==> config.mk <==
export PLATFORM = sky130hd
export DESIGN_NAME = alu_unit
export DESIGN_NICKNAME = d
export VERILOG_FILES = /design/src/rtl/alu_unit.sv
export SDC_FILE = /design/constraint.sdc
export NUM_CORES = 1
export LEC_CHECK = 0
export CORE_ASPECT_RATIO = 2
export CORE_MARGIN = 2
export CORE_UTILIZATION = 35
export DETAILED_ROUTE_END_ITERATION = 10
export HOLD_SLACK_MARGIN = 0.06
export SYNTH_ARGS = -nofsm -noshare
export SYNTH_HDL_FRONTEND = slang
export SYNTH_SLANG_ARGS = --single-unit
==> constraint.sdc <==
create_clock -name clk -period 5.6 [get_ports clk]
set_input_delay 1.4 -clock clk [delete_from_list [all_inputs] [get_ports clk]]
set_output_delay 1.4 -clock clk [all_outputs]
set_load 0.02 [all_outputs]
==> src/rtl/alu_unit.sv <==
// ALU stage feeding the accumulator: single-cycle add/sub/logic/shift/move ops and
// WIDTH-step iterative MUL/DIV/MOD, with a registered result, flags and a one-cycle store strobe.
module alu_unit #(
  parameter int WIDTH = 16
) (
  input  logic             clk,
  input  logic             reset,
  input  logic             start,
  input  logic [3:0]       opcode,
  input  logic [WIDTH-1:0] acc_in,
  input  logic [WIDTH-1:0] op_b,
  output logic [WIDTH-1:0] ALU_rez,
  output logic             str_rez,
  output logic             busy,
  output logic             zero,
  output logic             carry,
  output logic             ovf,
  output logic             div0
);

  localparam int            CW        = $clog2(WIDTH);
  localparam int            MSB       = WIDTH - 1;
  localparam logic [CW-1:0] LAST_STEP = CW'(WIDTH - 1);

  typedef enum logic [3:0] {
    OP_ADD = 4'h0,
    OP_SUB = 4'h1,
    OP_AND = 4'h2,
    OP_OR  = 4'h3,
    OP_XOR = 4'h4,
    OP_NOT = 4'h5,
    OP_LSL = 4'h6,
    OP_LSR = 4'h7,
    OP_MUL = 4'h8,
    OP_DIV = 4'h9,
    OP_MOD = 4'hA
  } opcode_e;

  typedef enum logic {
    IDLE = 1'b0,
    ITER = 1'b1
  } state_e;

  state_e           state_q, state_d;
  logic [3:0]       op_q, op_d;
  logic [WIDTH-1:0] a_q, a_d;
  logic [WIDTH-1:0] b_q, b_d;
  logic [WIDTH-1:0] hi_q, hi_d;
  logic [WIDTH-1:0] lo_q, lo_d;
  logic [CW-1:0]    step_q, step_d;

  logic [WIDTH-1:0] rez_d;
  logic             str_d, zero_d, carry_d, ovf_d, div0_d;

  // ---------------------------------------------------------------------------
  // Single-cycle datapath, evaluated straight from the live operands
  // ---------------------------------------------------------------------------
  logic [CW-1:0]    shamt;
  logic [WIDTH:0]   add_w, sub_w, lsl_w, lsr_w;
  logic [WIDTH-1:0] sc_rez;
  logic             sc_carry, sc_ovf, sc_div0, sc_iter;

  assign shamt = op_b[CW-1:0];
  assign add_w = {1'b0, acc_in} + {1'b0, op_b};
  assign sub_w = {1'b0, acc_in} - {1'b0, op_b};
  // One guard bit on each shift catches the last bit shifted out (zero for a shift of 0).
  assign lsl_w = {1'b0, acc_in} << shamt;
  assign lsr_w = {acc_in, 1'b0} >> shamt;

  // NOTE: every output of a combinational block gets a default first, so no path infers a latch.
  always_comb begin
    sc_rez   = op_b;
    sc_carry = 1'b0;
    sc_ovf   = 1'b0;
    sc_div0  = 1'b0;
    sc_iter  = 1'b0;
    case (opcode)
      OP_ADD: begin
        sc_rez   = add_w[MSB:0];
        sc_carry = add_w[WIDTH];
        sc_ovf   = (acc_in[MSB] == op_b[MSB]) && (add_w[MSB] != acc_in[MSB]);
      end
      OP_SUB: begin
        sc_rez   = sub_w[MSB:0];
        sc_carry = sub_w[WIDTH];
        sc_ovf   = (acc_in[MSB] != op_b[MSB]) && (sub_w[MSB] != acc_in[MSB]);
      end
      OP_AND: sc_rez = acc_in & op_b;
      OP_OR:  sc_rez = acc_in | op_b;
      OP_XOR: sc_rez = acc_in ^ op_b;
      OP_NOT: sc_rez = ~acc_in;
      OP_LSL: begin
        sc_rez   = lsl_w[MSB:0];
        sc_carry = lsl_w[WIDTH];
      end
      OP_LSR: begin
        sc_rez   = lsr_w[WIDTH:1];
        sc_carry = lsr_w[0];
      end
      OP_MUL: sc_iter = 1'b1;
      OP_DIV, OP_MOD: begin
        if (op_b == '0) begin
          sc_div0 = 1'b1;
          sc_rez  = (opcode == OP_DIV) ? '1 : acc_in;
        end else begin
          sc_iter = 1'b1;
        end
      end
      default: sc_rez = op_b;
    endcase
  end

  // ---------------------------------------------------------------------------
  // One iteration step: shift-add multiply or restoring divide on {hi, lo}
  // ---------------------------------------------------------------------------
  logic [WIDTH:0]   mul_sum, div_shift, div_diff;
  logic             div_ge;
  logic [WIDTH-1:0] it_hi, it_lo;

  assign mul_sum   = {1'b0, hi_q} + (lo_q[0] ? {1'b0, a_q} : '0);
  assign div_shift = {hi_q, lo_q[MSB]};
  assign div_diff  = div_shift - {1'b0, b_q};
  assign div_ge    = ~div_diff[WIDTH];

  always_comb begin
    if (op_q == OP_MUL) begin
      it_hi = mul_sum[WIDTH:1];
      it_lo = {mul_sum[0], lo_q[MSB:1]};
    end else begin
      it_hi = div_ge ? div_diff[MSB:0] : div_shift[MSB:0];
      it_lo = {lo_q[MSB-1:0], div_ge};
    end
  end

  // ---------------------------------------------------------------------------
  // Control: next state, next working registers and next result/flags
  // ---------------------------------------------------------------------------
  always_comb begin
    state_d = state_q;
    op_d    = op_q;
    a_d     = a_q;
    b_d     = b_q;
    hi_d    = hi_q;
    lo_d    = lo_q;
    step_d  = step_q;
    rez_d   = ALU_rez;
    str_d   = 1'b0;
    zero_d  = zero;
    carry_d = carry;
    ovf_d   = ovf;
    div0_d  = div0;

    case (state_q)
      IDLE: begin
        if (start) begin
          if (sc_iter) begin
            state_d = ITER;
            op_d    = opcode;
            a_d     = acc_in;
            b_d     = op_b;
            hi_d    = '0;
            lo_d    = (opcode == OP_MUL) ? op_b : acc_in;
            step_d  = '0;
          end else begin
            str_d   = 1'b1;
            rez_d   = sc_rez;
            carry_d = sc_carry;
            ovf_d   = sc_ovf;
            div0_d  = sc_div0;
          end
        end
      end
      ITER: begin
        hi_d   = it_hi;
        lo_d   = it_lo;
        step_d = step_q + CW'(1);
        if (step_q == LAST_STEP) begin
          state_d = IDLE;
          str_d   = 1'b1;
          ovf_d   = 1'b0;
          div0_d  = 1'b0;
          carry_d = 1'b0;
          case (op_q)
            OP_MUL: begin
              rez_d   = it_lo;
              carry_d = |it_hi;
            end
            OP_DIV:  rez_d = it_lo;
            default: rez_d = it_hi;
          endcase
        end
      end
      default: state_d = IDLE;
    endcase

    if (str_d) zero_d = (rez_d == '0);
  end

  // NOTE: sequential state is written with non-blocking assignments only, so every
  // register samples the values from before the edge regardless of statement order.
  always_ff @(posedge clk or posedge reset) begin
    if (reset) begin
      state_q <= IDLE;
      op_q    <= '0;
      a_q     <= '0;
      b_q     <= '0;
      hi_q    <= '0;
      lo_q    <= '0;
      step_q  <= '0;
      ALU_rez <= '0;
      str_rez <= 1'b0;
      zero    <= 1'b0;
      carry   <= 1'b0;
      ovf     <= 1'b0;
      div0    <= 1'b0;
    end else begin
      state_q <= state_d;
      op_q    <= op_d;
      a_q     <= a_d;
      b_q     <= b_d;
      hi_q    <= hi_d;
      lo_q    <= lo_d;
      step_q  <= step_d;
      ALU_rez <= rez_d;
      str_rez <= str_d;
      zero    <= zero_d;
      carry   <= carry_d;
      ovf     <= ovf_d;
      div0    <= div0_d;
    end
  end

  assign busy = (state_q == ITER);

endmodule

==> impl_metrics.env <==
export IMPL_synthDistinctLibCells=84
export IMPL_crit_path_max_fanout=3
export IMPL_die_y_um=255
export IMPL_min_period_ns=5.25
export IMPL_clkPwrFrac=0.116
export IMPL_fmax_ghz=0.190
export IMPL_tritoncts="built"
export IMPL_ctsHtreeMaxLevel=3
export IMPL_worst_path_buf_inv=3
export IMPL_die_width_um=130
export IMPL_p_int_w=0.00327
export IMPL_antenna_found_initial=0
export IMPL_synth_cells=1414
export IMPL_place_inst=1896
export IMPL_netSwitchingFraction=0.491
export IMPL_track_usage=0.275
export IMPL_synth_edf_count=0
export IMPL_fin_cells=1912
export IMPL_grt_pass1_vias=11100
export IMPL_postCtsResizedCells=0
export IMPL_worst_slack_ns=0.345
export IMPL_crit_chain="clkdlybuf4s50_1 -> ha_1 -> fa_1 -> a211oi_1 -> buf_4 -> o21bai_1 -> a211oi_1 -> o31ai_1 -> a2111oi_2 -> o41ai_1 -> a21oi_1 -> buf_4 -> or4bb_1 -> or4_1 -> nor4_2 -> a31oi_1"
export IMPL_critPathArrivalTime_ns=5.49
export IMPL_syn_nets=1539
export IMPL_clk_latency_ns=0.36
export IMPL_whs_endpoint="ovf"
export IMPL_drv_slew=0
export IMPL_rsz0062_at_grt="false"
export IMPL_worstMarginPinSlew_ns=1.03
export IMPL_drt_iter0_drc=1188
export IMPL_io_buffers=60
export IMPL_dr_pass1_iters=6
export IMPL_dieArea_um2=33000
export IMPL_via_per_inst=6.06
export IMPL_area_growth_pct=16.9
export IMPL_cap_violations=0
export IMPL_endpoint_kind="register"
export IMPL_max_stage_delay_ns=0.50
export IMPL_most_common_layout_cells="nand2_1 (143), nor2_1 (134), o21ai_0 (117)"
export IMPL_grt_max_degree=68
export IMPL_path_clk_slew_ns=0.07
export IMPL_max_slew_margin=0.304
export IMPL_p_sw_w=0.00316
export IMPL_clock_sinks=94
export IMPL_syn_area_um2=11000
export IMPL_rr_endpoint="carry"
export IMPL_min_from="ovf"
export IMPL_hold_class="register to register"
export IMPL_period_share=0.938
export IMPL_num_rows=92
export IMPL_vias=11600
export IMPL_fin_tns_setup_ns=0
export IMPL_io_pins=61
export IMPL_drive_gt1_frac=0.136
export IMPL_final_common_cell="nand2_1"
export IMPL_cts_setup_buffers=0
export IMPL_clockBufferDepth=2
export IMPL_yosys_most_used_dff="dfrtp_1"
export IMPL_grt_pass1_wl_um=68700
export IMPL_dp_slack_ns=0.0215
export IMPL_avgSynthCellArea_um2=7.80
export IMPL_ys_ff_latch=94
export IMPL_status="complete, no violations"
export IMPL_antenna_cells=0
export IMPL_r2r_start="lo_q[15]"
export IMPL_wirelength_um=45400
export IMPL_overflow=0
export IMPL_p_per_area_nw_per_um2=500
export IMPL_synth_yosys_seq_area_share=0.213
export IMPL_hold_buffers=0
export IMPL_cts_buffers=9
export IMPL_r2r_setup_slack_ns=0.75
export IMPL_fp_coreArea_um2=31300
export IMPL_rr_worst_depth=15
export IMPL_final_nets=1609
export IMPL_ys_async_sr_fraction=1.00
export IMPL_ys_warn_count=0
export IMPL_initial_core_util=0.352
export IMPL_place_gp_congestion=1.02
export IMPL_vdd_drop_max_mv=0.335
export IMPL_combPwrFrac=0.673
export IMPL_power_leakage_nw=5.53
export IMPL_min_path_cells=2
export IMPL_dp_hpwl_um=35100
export IMPL_cp_top_family="compound AO/OA/AOI/OAI gates"
export IMPL_cts_root_buffer="clkbuf_16"
export IMPL_routedWlPerCell_um=23.7
export IMPL_antenna_left=0
export IMPL_start_kind="primary input"
export IMPL_p_seq_frac=0.210
export IMPL_setup_viol=0
export IMPL_finalHoldViolations=0
export IMPL_skew_ns=0.00957
export IMPL_required_ns=5.83
export IMPL_drc=0
export IMPL_crit_type="primary input to register"
export IMPL_slowest_stage="clkdlybuf4s50_1"
[layout make-up]
class | count | area, um2
inverters | 74 | 280
multi-input cells | 1142 | 7980
flip-flops and latches | 94 | 2350
well taps | 423 | 529
clock buffers | 11 | 253
clock inverters | 5 | 104
fillers | 3266 | 18400
repair buffers | 163 | 1380
[worst reg2reg max path, stage by stage (launching register included)]
cell and delay (ns):
dfrtp_1 0.42, inv_1 0.16, ha_1 0.20, inv_1 0.06, fa_1 0.42, a211oi_2 0.24
o21ai_2 0.15, o21a_2 0.25, nor3_2 0.23, or3_1 0.69, mux2i_1 0.48, mux2_2 0.26
or4bb_1 0.48, or4_1 0.43, nor4_2 0.15, a31oi_1 0.11
[synth_stat cells (11+ instances only)]
cell / count / share of area
a211oi_1: 33 / 0.022
a21o_1: 17 / 0.012
a21oi_1: 104 / 0.047
a221oi_1: 12 / 0.0095
a31oi_1: 29 / 0.016
and2_1: 21 / 0.012
buf_2: 13 / 0.0059
clkbuf_1: 80 / 0.027
dfrtp_1: 94 / 0.21
ha_1: 82 / 0.093
inv_1: 71 / 0.024
mux2_2: 32 / 0.033
mux2i_1: 59 / 0.054
mux4_2: 22 / 0.045
nand2_1: 143 / 0.049
nand2b_1: 11 / 0.0062
nand3_1: 35 / 0.016
nor2_1: 136 / 0.046
nor2b_1: 15 / 0.0085
nor3_1: 32 / 0.015
o211ai_1: 13 / 0.0089
o21a_1: 13 / 0.0089
o21ai_0: 117 / 0.053
o22ai_1: 13 / 0.0074
xnor2_1: 22 / 0.017
xor2_1: 13 / 0.010
[state kept, by name, summed over array words and instances, names as in the netlist]
register and flops:
step_q 4, zero 1, ovf 1, lo_q 16, op_q 4, hi_q 16, a_q 16, busy 1
carry 1, b_q 16, str_rez 1, ALU_rez 16, div0 1
[how the worst max path moves through the flow]
stage	startpoint	endpoint	slack, ns	depth (start not counted)
floorplan	op_b[2]	carry	0.34	17
global placement	acc_in[0]	carry	0.16	16
detailed placement	acc_in[0]	carry	0.02	16
CTS	acc_in[0]	carry	0.39	16
global route	acc_in[0]	carry	0.06	16
finish	acc_in[0]	carry	0.35	16
[routing by layer]
metal  GRT usage  share of wire
met1       0.371           0.42
met5           0              0
met3      0.0399          0.076
met4       0.137          0.060
met2       0.429           0.45
[cells by family after synthesis]
family / Yosys count / share of synthesized area
flip-flops: 94 / 0.213
multiplexers: 114 / 0.133
XOR/XNOR: 35 / 0.0278
AND/OR/NAND/NOR: 455 / 0.193
buffers and inverters: 178 / 0.0648
AO/OA/AOI/OAI: 452 / 0.267
adder cells (fa/ha/maj): 86 / 0.100
[power by group through the flow]
stage	sequential (W)	clock (W)	combinational, W
global route	0.00140	0.000782	0.00475
finish	0.00135	0.000750	0.00433
floorplan	0.00130	0	0.00307
global placement	0.00136	0	0.00425
detailed placement	0.00135	0	0.00426
CTS	0.00135	0.000761	0.00429
[metrics by stage]
stage	hold slack [ns]	cell area, um2	utilization	total power, W
after floorplan	0.454	11000	-	0.00437
after global placement	0.471	12500	0.400	0.00561
after detailed placement	0.479	12500	0.400	0.00561
after CTS	0.496	12900	0.411	0.00639
after global routing	0.507	12900	0.411	0.00693
final	0.495	12900	0.411	0.00644
(Power assumes the default switching activity.)
